===== src/rtl/l1_mem_arb.sv =====
// l1_mem_arb: arbitrates L1D/L1I miss and writeback requests onto a single
// downstream memory port with exactly one transaction outstanding.
// Ties between requesters are broken round-robin on the last winner.
module l1_mem_arb #(
   parameter int unsigned ADDR_W = 32,
   parameter int unsigned DATA_W = 128
) (
   input  logic              clk,
   input  logic              reset,
   // L1D requester
   input  logic              l1d_req_valid,
   input  logic [ADDR_W-1:0] l1d_req_addr,
   input  logic [3:0]        l1d_req_opcode,
   input  logic [DATA_W-1:0] l1d_req_store_data,
   output logic              l1d_req_ack,
   output logic              l1d_rsp_valid,
   // L1I requester
   input  logic              l1i_req_valid,
   input  logic [ADDR_W-1:0] l1i_req_addr,
   input  logic [3:0]        l1i_req_opcode,
   output logic              l1i_req_ack,
   output logic              l1i_rsp_valid,
   // shared response data
   output logic [DATA_W-1:0] rsp_load_data,
   // downstream memory port
   output logic              mem_req_valid,
   output logic [ADDR_W-1:0] mem_req_addr,
   output logic [3:0]        mem_req_opcode,
   output logic [DATA_W-1:0] mem_req_store_data,
   output logic              mem_req_src,
   input  logic              mem_req_ack,
   input  logic              mem_rsp_valid,
   input  logic [DATA_W-1:0] mem_rsp_load_data,
   // flush / status
   input  logic              flush_hold,
   output logic              drained,
   output logic              rsp_err,
   output logic [31:0]       l1d_grants,
   output logic [31:0]       l1i_grants
);

   localparam int unsigned OP_W  = 4;
   localparam int unsigned CNT_W = 32;
   localparam logic        SRC_D = 1'b0;
   localparam logic        SRC_I = 1'b1;

   typedef enum logic [1:0] {
      S_IDLE     = 2'd0,
      S_ISSUE    = 2'd1,
      S_WAIT_RSP = 2'd2
   } state_t;

   state_t             r_state;
   logic               r_last;
   logic               r_mem_req_valid;
   logic [ADDR_W-1:0]  r_addr;
   logic [OP_W-1:0]    r_opcode;
   logic [DATA_W-1:0]  r_store_data;
   logic               r_src;
   logic               r_rsp_err;
   logic [CNT_W-1:0]   r_l1d_grants;
   logic [CNT_W-1:0]   r_l1i_grants;

   logic               w_idle;
   logic               w_arb_ok;
   logic               w_grant_d;
   logic               w_grant_i;
   logic               w_rsp_hit;

   // Grant decision: only in IDLE, not while flushing; tie goes to non-last winner
   assign w_idle    = (r_state == S_IDLE);
   assign w_arb_ok  = w_idle & ~flush_hold & ~reset;
   assign w_grant_d = w_arb_ok & l1d_req_valid & (~l1i_req_valid | (r_last == SRC_I));
   assign w_grant_i = w_arb_ok & l1i_req_valid & (~l1d_req_valid | (r_last == SRC_D));
   assign w_rsp_hit = (r_state == S_WAIT_RSP) & mem_rsp_valid & ~reset;

   // Combinational handshakes and status
   assign l1d_req_ack   = w_grant_d;
   assign l1i_req_ack   = w_grant_i;
   assign l1d_rsp_valid = w_rsp_hit & (r_src == SRC_D);
   assign l1i_rsp_valid = w_rsp_hit & (r_src == SRC_I);
   assign rsp_load_data = mem_rsp_load_data;
   assign drained       = flush_hold & (w_idle | reset);

   // Registered outputs
   assign mem_req_valid      = r_mem_req_valid;
   assign mem_req_addr       = r_addr;
   assign mem_req_opcode     = r_opcode;
   assign mem_req_store_data = r_store_data;
   assign mem_req_src        = r_src;
   assign rsp_err            = r_rsp_err;
   assign l1d_grants         = r_l1d_grants;
   assign l1i_grants         = r_l1i_grants;

   // Transaction FSM, request latch, counters and sticky error
   always_ff @(posedge clk) begin
      if (reset) begin
         r_state         <= S_IDLE;
         r_last          <= SRC_I;
         r_mem_req_valid <= 1'b0;
         r_addr          <= '0;
         r_opcode        <= '0;
         r_store_data    <= '0;
         r_src           <= SRC_D;
         r_rsp_err       <= 1'b0;
         r_l1d_grants    <= '0;
         r_l1i_grants    <= '0;
      end else begin
         if (mem_rsp_valid && (r_state != S_WAIT_RSP))
            r_rsp_err <= 1'b1;
         case (r_state)
            S_IDLE: begin
               if (w_grant_d) begin
                  r_state         <= S_ISSUE;
                  r_mem_req_valid <= 1'b1;
                  r_addr          <= l1d_req_addr;
                  r_opcode        <= l1d_req_opcode;
                  r_store_data    <= l1d_req_store_data;
                  r_src           <= SRC_D;
                  r_last          <= SRC_D;
                  r_l1d_grants    <= r_l1d_grants + CNT_W'(1);
               end else if (w_grant_i) begin
                  r_state         <= S_ISSUE;
                  r_mem_req_valid <= 1'b1;
                  r_addr          <= l1i_req_addr;
                  r_opcode        <= l1i_req_opcode;
                  r_store_data    <= '0;
                  r_src           <= SRC_I;
                  r_last          <= SRC_I;
                  r_l1i_grants    <= r_l1i_grants + CNT_W'(1);
               end
            end
            S_ISSUE: begin
               if (mem_req_ack) begin
                  r_state         <= S_WAIT_RSP;
                  r_mem_req_valid <= 1'b0;
               end
            end
            S_WAIT_RSP: begin
               if (mem_rsp_valid)
                  r_state <= S_IDLE;
            end
            default: begin
               r_state         <= S_IDLE;
               r_mem_req_valid <= 1'b0;
            end
         endcase
      end
   end

endmodule


===== config.mk =====
export PLATFORM = sky130hd
export DESIGN_NAME = l1_mem_arb
export DESIGN_NICKNAME = d
export VERILOG_FILES = /design/src/rtl/l1_mem_arb.sv
export SDC_FILE = /design/constraint.sdc
export NUM_CORES = 1
export LEC_CHECK = 0
export BUFFER_PORTS_ARGS = -buffer_cell sky130_fd_sc_hd__buf_2
export CELL_PAD_IN_SITES_DETAIL_PLACEMENT = 1
export CELL_PAD_IN_SITES_GLOBAL_PLACEMENT = 2
export CORE_AREA = 5 5 269 271
export DETAILED_ROUTE_END_ITERATION = 16
export DIE_AREA = 0 0 274 276
export PLACE_DENSITY = 0.62
export SETUP_SLACK_MARGIN = 0.1
export SLEW_MARGIN = 20
export SYNTH_ARGS = -nofsm -noshare
export SYNTH_HDL_FRONTEND = slang
export SYNTH_SLANG_ARGS = --single-unit
export TNS_END_PERCENT = 1

===== constraint.sdc =====
create_clock -name clk -period 6 [get_ports clk]
set_input_delay 0.6 -clock clk [delete_from_list [all_inputs] [get_ports clk]]
set_output_delay 0.6 -clock clk [all_outputs]
set_load 0.005 [all_outputs]

==> flow_summary.yaml, run 1 <==
timing:
  worst_pin_slew_ns: 0.983
  hold_violations: 0
  slew_violations: 0
  skew_ns: 0.0200
  period_needed_ns: 3.92
  max_slew_margin_pct: 34.2
  rsz0062_at_grt: "no"
  setup_tns_ns: 0
  fmaxAchievable_mhz: 255
  holdWs_ns: 0.294
  finalCritPeriodShare_pct: 65.4
  setup_slack_ns: 2.08
  finalSetupViolCount: 0
setup_path:
  cp-start-kind: "flip-flop"
  r2r_slack_ns: 2.59
  cp_top_family: "buffers and inverters"
  cp.arrival_ns: 3.32
  cp_cell_sequence: "nor4_1 -> nand3_2 -> buf_4 -> inv_4 -> buf_2"
  required_ns: 5.40
  critPathMaxStageDelay_ns: 0.82
  r2r_start: "r_state[1]$_SDFFE_PP0P_"
  r2r_cells: 7
  timing.rr.end: "mem_req_store_data[116]$_SDFFE_PP0P_"
  crit_type: "flip-flop to primary output"
  cpMaxStageDelayCell: "nor4_1"
  critPathLaunch: "r_state[1]$_SDFFE_PP0P_"
  path_buf_inv: 3
  cp-end-kind: "primary output"
  worstPathMaxFanout: 74
pwr:
  pwr-share-clk_pct: 47.5
  power_frac_comb_pct: 7.8
  p_sw_w: 0.000884
  netSwitchingFraction_pct: 24.3
  power_density_nw_per_um2: 280
  power_w: 0.00364
  intPower_w: 0.00276
  power_leakage_nw: 5.45
  p_seq_share_pct: 44.7
  ir_worst_vdd_uv: 153
yosys:
  syn_area_sq_um: 9880
  synth-edff-count: 0
  synth_seq_area_share_pct: 47.4
  synth-async-reset-ratio_pct: 0
  syn_inst: 1139
  synth_seq_cells: 234
  yosys-top-cells-count: "dfxtp_1 (234), nor2_1 (228), a22oi_1 (128), buf_4 (128), nand2_1 (99)"
  yosysTopAreaCellShare_pct: 47.4
  synth.area.top_cells: "dfxtp_1 (47%), a22oi_1 (9.7%), buf_4 (9.7%)"
  synth-main-ff-cell: "dfxtp_1"
  yosys_warnings: 0
  synth.avg_cell_area_sq_um: 8.68
  synth_cell_type_count: 39
  synth_largest_area_cell: "dfxtp_1"
  synthesis.nets: 1476
  yosysMostFrequentCell: "dfxtp_1"
floorplanning:
  rows: 97
  die_area_sq_um: 75600
  die_w_microns: 274
  start_util_pct: 14.2
  io_pins: 699
  core_sq_um: 69500
  die_h_microns: 276
place:
  place_hpwl_mm: 28.9
  post-place-ws_ns: 2.15
  gp_congestion: 0.755
  numPortBuffers: 442
finish:
  syn_to_final_growth_pct: 31.7
  drive_gt1_share_pct: 35.5
  final_nets: 1748
  nFillCells: 8338
routing:
  routed_wirelength_mm: 40.0
  post_drt_wl_per_cell_microns: 16.8
  vias_per_cell: 3.86
  drtAntennaViolNets: 0
  drt_iter0_drc: 381
  drc_errors: 0
  via_count: 9152
  firstDrtPassIters: 4
outcome:
  status: "finished, final reports clean"
grt:
  antenna_found_initial: 5
  use_met3_pct: 3.49
  grt.met2_usage_pct: 17.6
  grt_overflow: 0
  grt_pass1_wl_mm: 60.2
  grt_max_degree: 122
  grt_use_total_pct: 9.93
  grt_util_met1_pct: 10.7
  busiest_layer: "met2"
  grt_pass1_vias: 9935
clocking:
  cts_tree: "done"
  cts_buffers: 29
  root_buffer: "clkbuf_16"
  clock-sinks: 234
  h-tree-depth: 1
  clock_latency_ns: 0.56
  post_cts_resize_count: 0
  postCtsSetupBuffers: 0
  cts.path.max_buffers: 3
  hold_buffers: 0
  clk_pin_slew_ns: 0.06
min_path:
  whs_endpoint: "mem_req_store_data[115]$_SDFFE_PP0P_"
  holdCritPathClass: "input pin to flip-flop"
  min_from: "l1d_req_store_data[115]"
  hold_path_depth: 3
flow_run:
  maxCapViolCount: 0
-- power groups by stage --
stage,combinational (W),clock (W),sequential (W)
after CTS,0.000294,0.00182,0.00163
after global placement,0.000288,0,0.00166
after global routing,0.000318,0.00187,0.00163
after floorplan,0.000191,0,0.00166
final,0.000286,0.00173,0.00163
after detailed placement,0.000293,0,0.00166
-- routing by layer --
layer	vias to the layer above	part of all wire, %
li1	4317	-
met1	4415	38
met2	318	50
met3	100	8.0
met4	2	4.1
met5	-	0.033
-- tightest hold or removal path, delay by kind of cell --
kind | cells | cell delay [ns]
buf+inv | 1 | 0.08
simple gates | 1 | 0.07
compound gates | 1 | 0.06
-- registers in the layout, summed over array words and instances (netlist names) --
register,flops
mem_req_src,1
r_state,2
l1d_grants,32
mem_req_valid,1
mem_req_opcode,4
rsp_err,1
l1i_grants,32
mem_req_addr,32
r_last,1
mem_req_store_data,128
-- worst max-delay path by stage --
| stage | to | slack (ns) | depth (start not counted) |
|---|---|---|---|
| finish | l1d_req_ack | 2.08 | 5 |
| global placement | mem_req_store_data[23]$_SDFFE_PP0P_ | 2.27 | 8 |
| CTS | l1d_req_ack | 1.99 | 5 |
| global route | l1d_req_ack | 1.87 | 5 |
| floorplan | l1i_req_ack | 3.61 | 5 |
| detailed placement | mem_req_store_data[124]$_SDFFE_PP0P_ | 2.15 | 8 |
-- logic make-up (layout without fill, tap and decap cells) --
kind of cell | after synthesis | count (layout) | share of synthesized area [%]
compound gates | 190 | 190 | 14.4
xor+xnor | 54 | 54 | 4.79
fa+ha+maj | 2 | 2 | 0.253
buf+inv | 222 | 512 | 13.5
flops | 234 | 234 | 47.4
other cells | 0 | 4 | 0
simple gates | 437 | 437 | 19.7
-- metrics by stage --
step / utilization [%] / cell area [sq um] / cells
3_3_place_gp: 17.4 / 12100 / 2320
5_1_grt: 18.7 / 13000 / 2373
4_1_cts: 18.7 / 13000 / 2369
6_report: 18.7 / 13000 / 2373
3_5_place_dp: 17.4 / 12100 / 2320
2_1_floorplan: - / 9880 / 1139
-- cell type report --
| cell class | count | area [sq um] | area share, % |
|---|---|---|---|
| repair buffers | 448 | 2290 | 17.6 |
| clock inverters | 3 | 43.8 | 0.336 |
| clock buffers | 46 | 880 | 6.76 |
| flip-flops and latches | 234 | 4680 | 36.0 |
| multi-input cells | 683 | 3880 | 29.8 |
| well taps | 940 | 1180 | 9.03 |
| diodes | 4 | 10.0 | 0.0769 |
| inverters | 15 | 58.8 | 0.452 |
-- placed cells by master, fill, tap and decap left out, types with 9 or more instances in the layout --
master / instances
a21oi_1: 13
nand4_1: 9
nor2_1: 228
clkbuf_16: 29
xnor2_1: 46
inv_1: 13
nor4_1: 9
a311oi_1: 36
clkbuf_8: 9
buf_2: 441
nor3_1: 29
nand3_1: 22
a22oi_1: 128
dfxtp_1: 234
nand2_1: 99
Power figures use the tool's default switching activity.
==> run 2: changes to the inputs <==
--- a/config.mk
+++ b/config.mk
@@ -8,10 +8,10 @@
 export BUFFER_PORTS_ARGS = -buffer_cell sky130_fd_sc_hd__buf_2
 export CELL_PAD_IN_SITES_DETAIL_PLACEMENT = 1
 export CELL_PAD_IN_SITES_GLOBAL_PLACEMENT = 2
-export CORE_AREA = 5 5 269 271
+export CORE_AREA = 5 5 266 268
 export DETAILED_ROUTE_END_ITERATION = 16
-export DIE_AREA = 0 0 274 276
-export PLACE_DENSITY = 0.62
+export DIE_AREA = 0 0 271 273
+export PLACE_DENSITY = 0.63
 export SETUP_SLACK_MARGIN = 0.1
 export SLEW_MARGIN = 20
 export SYNTH_ARGS = -nofsm -noshare
==> constraint.sdc (replaced) <==
create_clock -name clk -period 3.8 [get_ports clk]
set_input_delay 0.38 -clock clk [delete_from_list [all_inputs] [get_ports clk]]
set_output_delay 0.38 -clock clk [all_outputs]
set_load 0.005 [all_outputs]
==> run 2 against run 1 <==
Clock skew up 0.0028 ns. Non-clock buffer count up 11. Sequential power increased by 58%. Via count up 0.72%. Flip-flop and latch count is the same. Clock-buffer cell count up 4. Register-to-register slack got worse by 1.5 ns. First-iteration DRC count shrank 8.7%. Wire length grew 4.3%. Die area shrank 2.2%. Critical path type unchanged.
==> flow_summary.yaml, run 2 (synthesis gave the netlist of run 1 again) <==
outcome:
  status: "finished, final reports clean"
clocking:
  cts_tree: "done"
  cts.path.max_buffers: 3
  cts_buffers: 34
  clk_pin_slew_ns: 0.06
  postCtsSetupBuffers: 0
  clock-sinks: 234
  hold_buffers: 0
  h-tree-depth: 2
  post_cts_resize_count: 0
  clock_latency_ns: 0.53
  root_buffer: "clkbuf_16"
finish:
  syn_to_final_growth_pct: 33.5
  regArea_sq_um: 4680
  insertedDiodeCount: 0
  final_common_cell: "buf_2"
  largest_register_ffs: 128
  final_nets: 1764
  final_cell_mix: "buf_2 (441), dfxtp_1 (234), nor2_1 (228)"
  drive_gt1_share_pct: 36.2
  multi_input_area_sq_um: 3890
  nFillCells: 8117
routing:
  drc_errors: 0
  drtAntennaViolNets: 0
  drt_iter0_drc: 348
  vias_per_cell: 3.96
  routed_wirelength_mm: 41.7
  firstDrtPassIters: 4
  post_drt_wl_per_cell_microns: 17.9
  via_count: 9218
grt:
  grt_max_degree: 131
  grt_pass1_wl_mm: 61.8
  grt_overflow: 0
  grt_pass1_vias: 9881
  grt_use_total_pct: 10.7
  antenna_found_initial: 6
floorplanning:
  core_sq_um: 68100
  die_area_sq_um: 74000
  io_pins: 699
  start_util_pct: 14.5
  rows: 96
  die_h_microns: 273
  die_w_microns: 271
timing:
  setup_tns_ns: 0
  skew_ns: 0.0228
  finalCritPeriodShare_pct: 82.0
  slew_violations: 0
  finalSetupViolCount: 0
  max_slew_margin_pct: 29.6
  worst_pin_slew_ns: 1.05
  rsz0062_at_grt: "no"
  fmaxAchievable_mhz: 321
  period_needed_ns: 3.12
  hold_violations: 0
min_path:
  holdCritPathClass: "input pin to flip-flop"
setup_path:
  worstPathMaxFanout: 42
  cp.arrival_ns: 2.74
  cp-start-kind: "flip-flop"
  required_ns: 3.42
  cp-end-kind: "primary output"
  crit_type: "flip-flop to primary output"
pwr:
  power_density_nw_per_um2: 466
  power_w: 0.00615
  ir_worst_vdd_uv: 225
  power_leakage_nw: 5.58
place:
  numPortBuffers: 442
  place_hpwl_mm: 30.3
  gp_congestion: 0.734
flow_run:
  maxCapViolCount: 0
-- run 2: final timing paths --
| path | from | slack [ns] | cells after the start | to |
|---|---|---|---|---|
| hold / removal | l1d_req_store_data[117] | 0.10 | 3 | mem_req_store_data[117]$_SDFFE_PP0P_ |
| setup reg to reg | r_state[1]$_SDFFE_PP0P_ | 1.09 | 6 | mem_req_store_data[23]$_SDFFE_PP0P_ |
| setup / recovery | r_state[1]$_SDFFE_PP0P_ | 0.68 | 4 | l1d_req_ack |
| hold reg to reg | rsp_err$_SDFFE_PP0P_ | 0.46 | 2 | rsp_err$_SDFFE_PP0P_ |
-- run 2: power by group --
group / switching (W) / internal, W
clock: 0.00120 / 0.00192
sequential: 0.0000443 / 0.00253
combinational: 0.000258 / 0.000206
total: 0.00150 / 0.00465
-- run 2: area by class of cell --
type                       count  share of cell area (%)
timing repair buffer         459                    18.1
clock inverter                 6                   0.683
inverter                      15                   0.446
clock buffer                  50                    7.44
tap                          882                    8.36
sequential                   234                    35.5
multi-input combinational    683                    29.5
-- run 2: routing by layer --
layer,vias to the layer above,GRT usage [%],share of wire [%]
li1,4348,-,-
met1,4400,11.8,39
met2,361,18.5,49
met3,105,4.32,8.7
met4,4,4.06,3.5
met5,-,0,0.065
-- run 2: through the flow --
step	hold WS (ns)	area, sq um	setup slack (ns)	instances	utilization (%)
floorplan	0.453	9880	1.71	1139	-
global placement	0.454	12100	1.04	2273	17.8
detailed placement	0.457	12100	0.933	2273	17.8
CTS	0.0457	13200	0.623	2329	19.4
global route	0.0743	13200	0.509	2329	19.4
finish	0.105	13200	0.683	2329	19.4
-- run 2: critical path, stage by stage, from the launching register on --
cell and delay (ns):
dfxtp_1 0.37, nor4_2 0.93, nand3_4 0.15, inv_4 0.44, buf_2 0.23
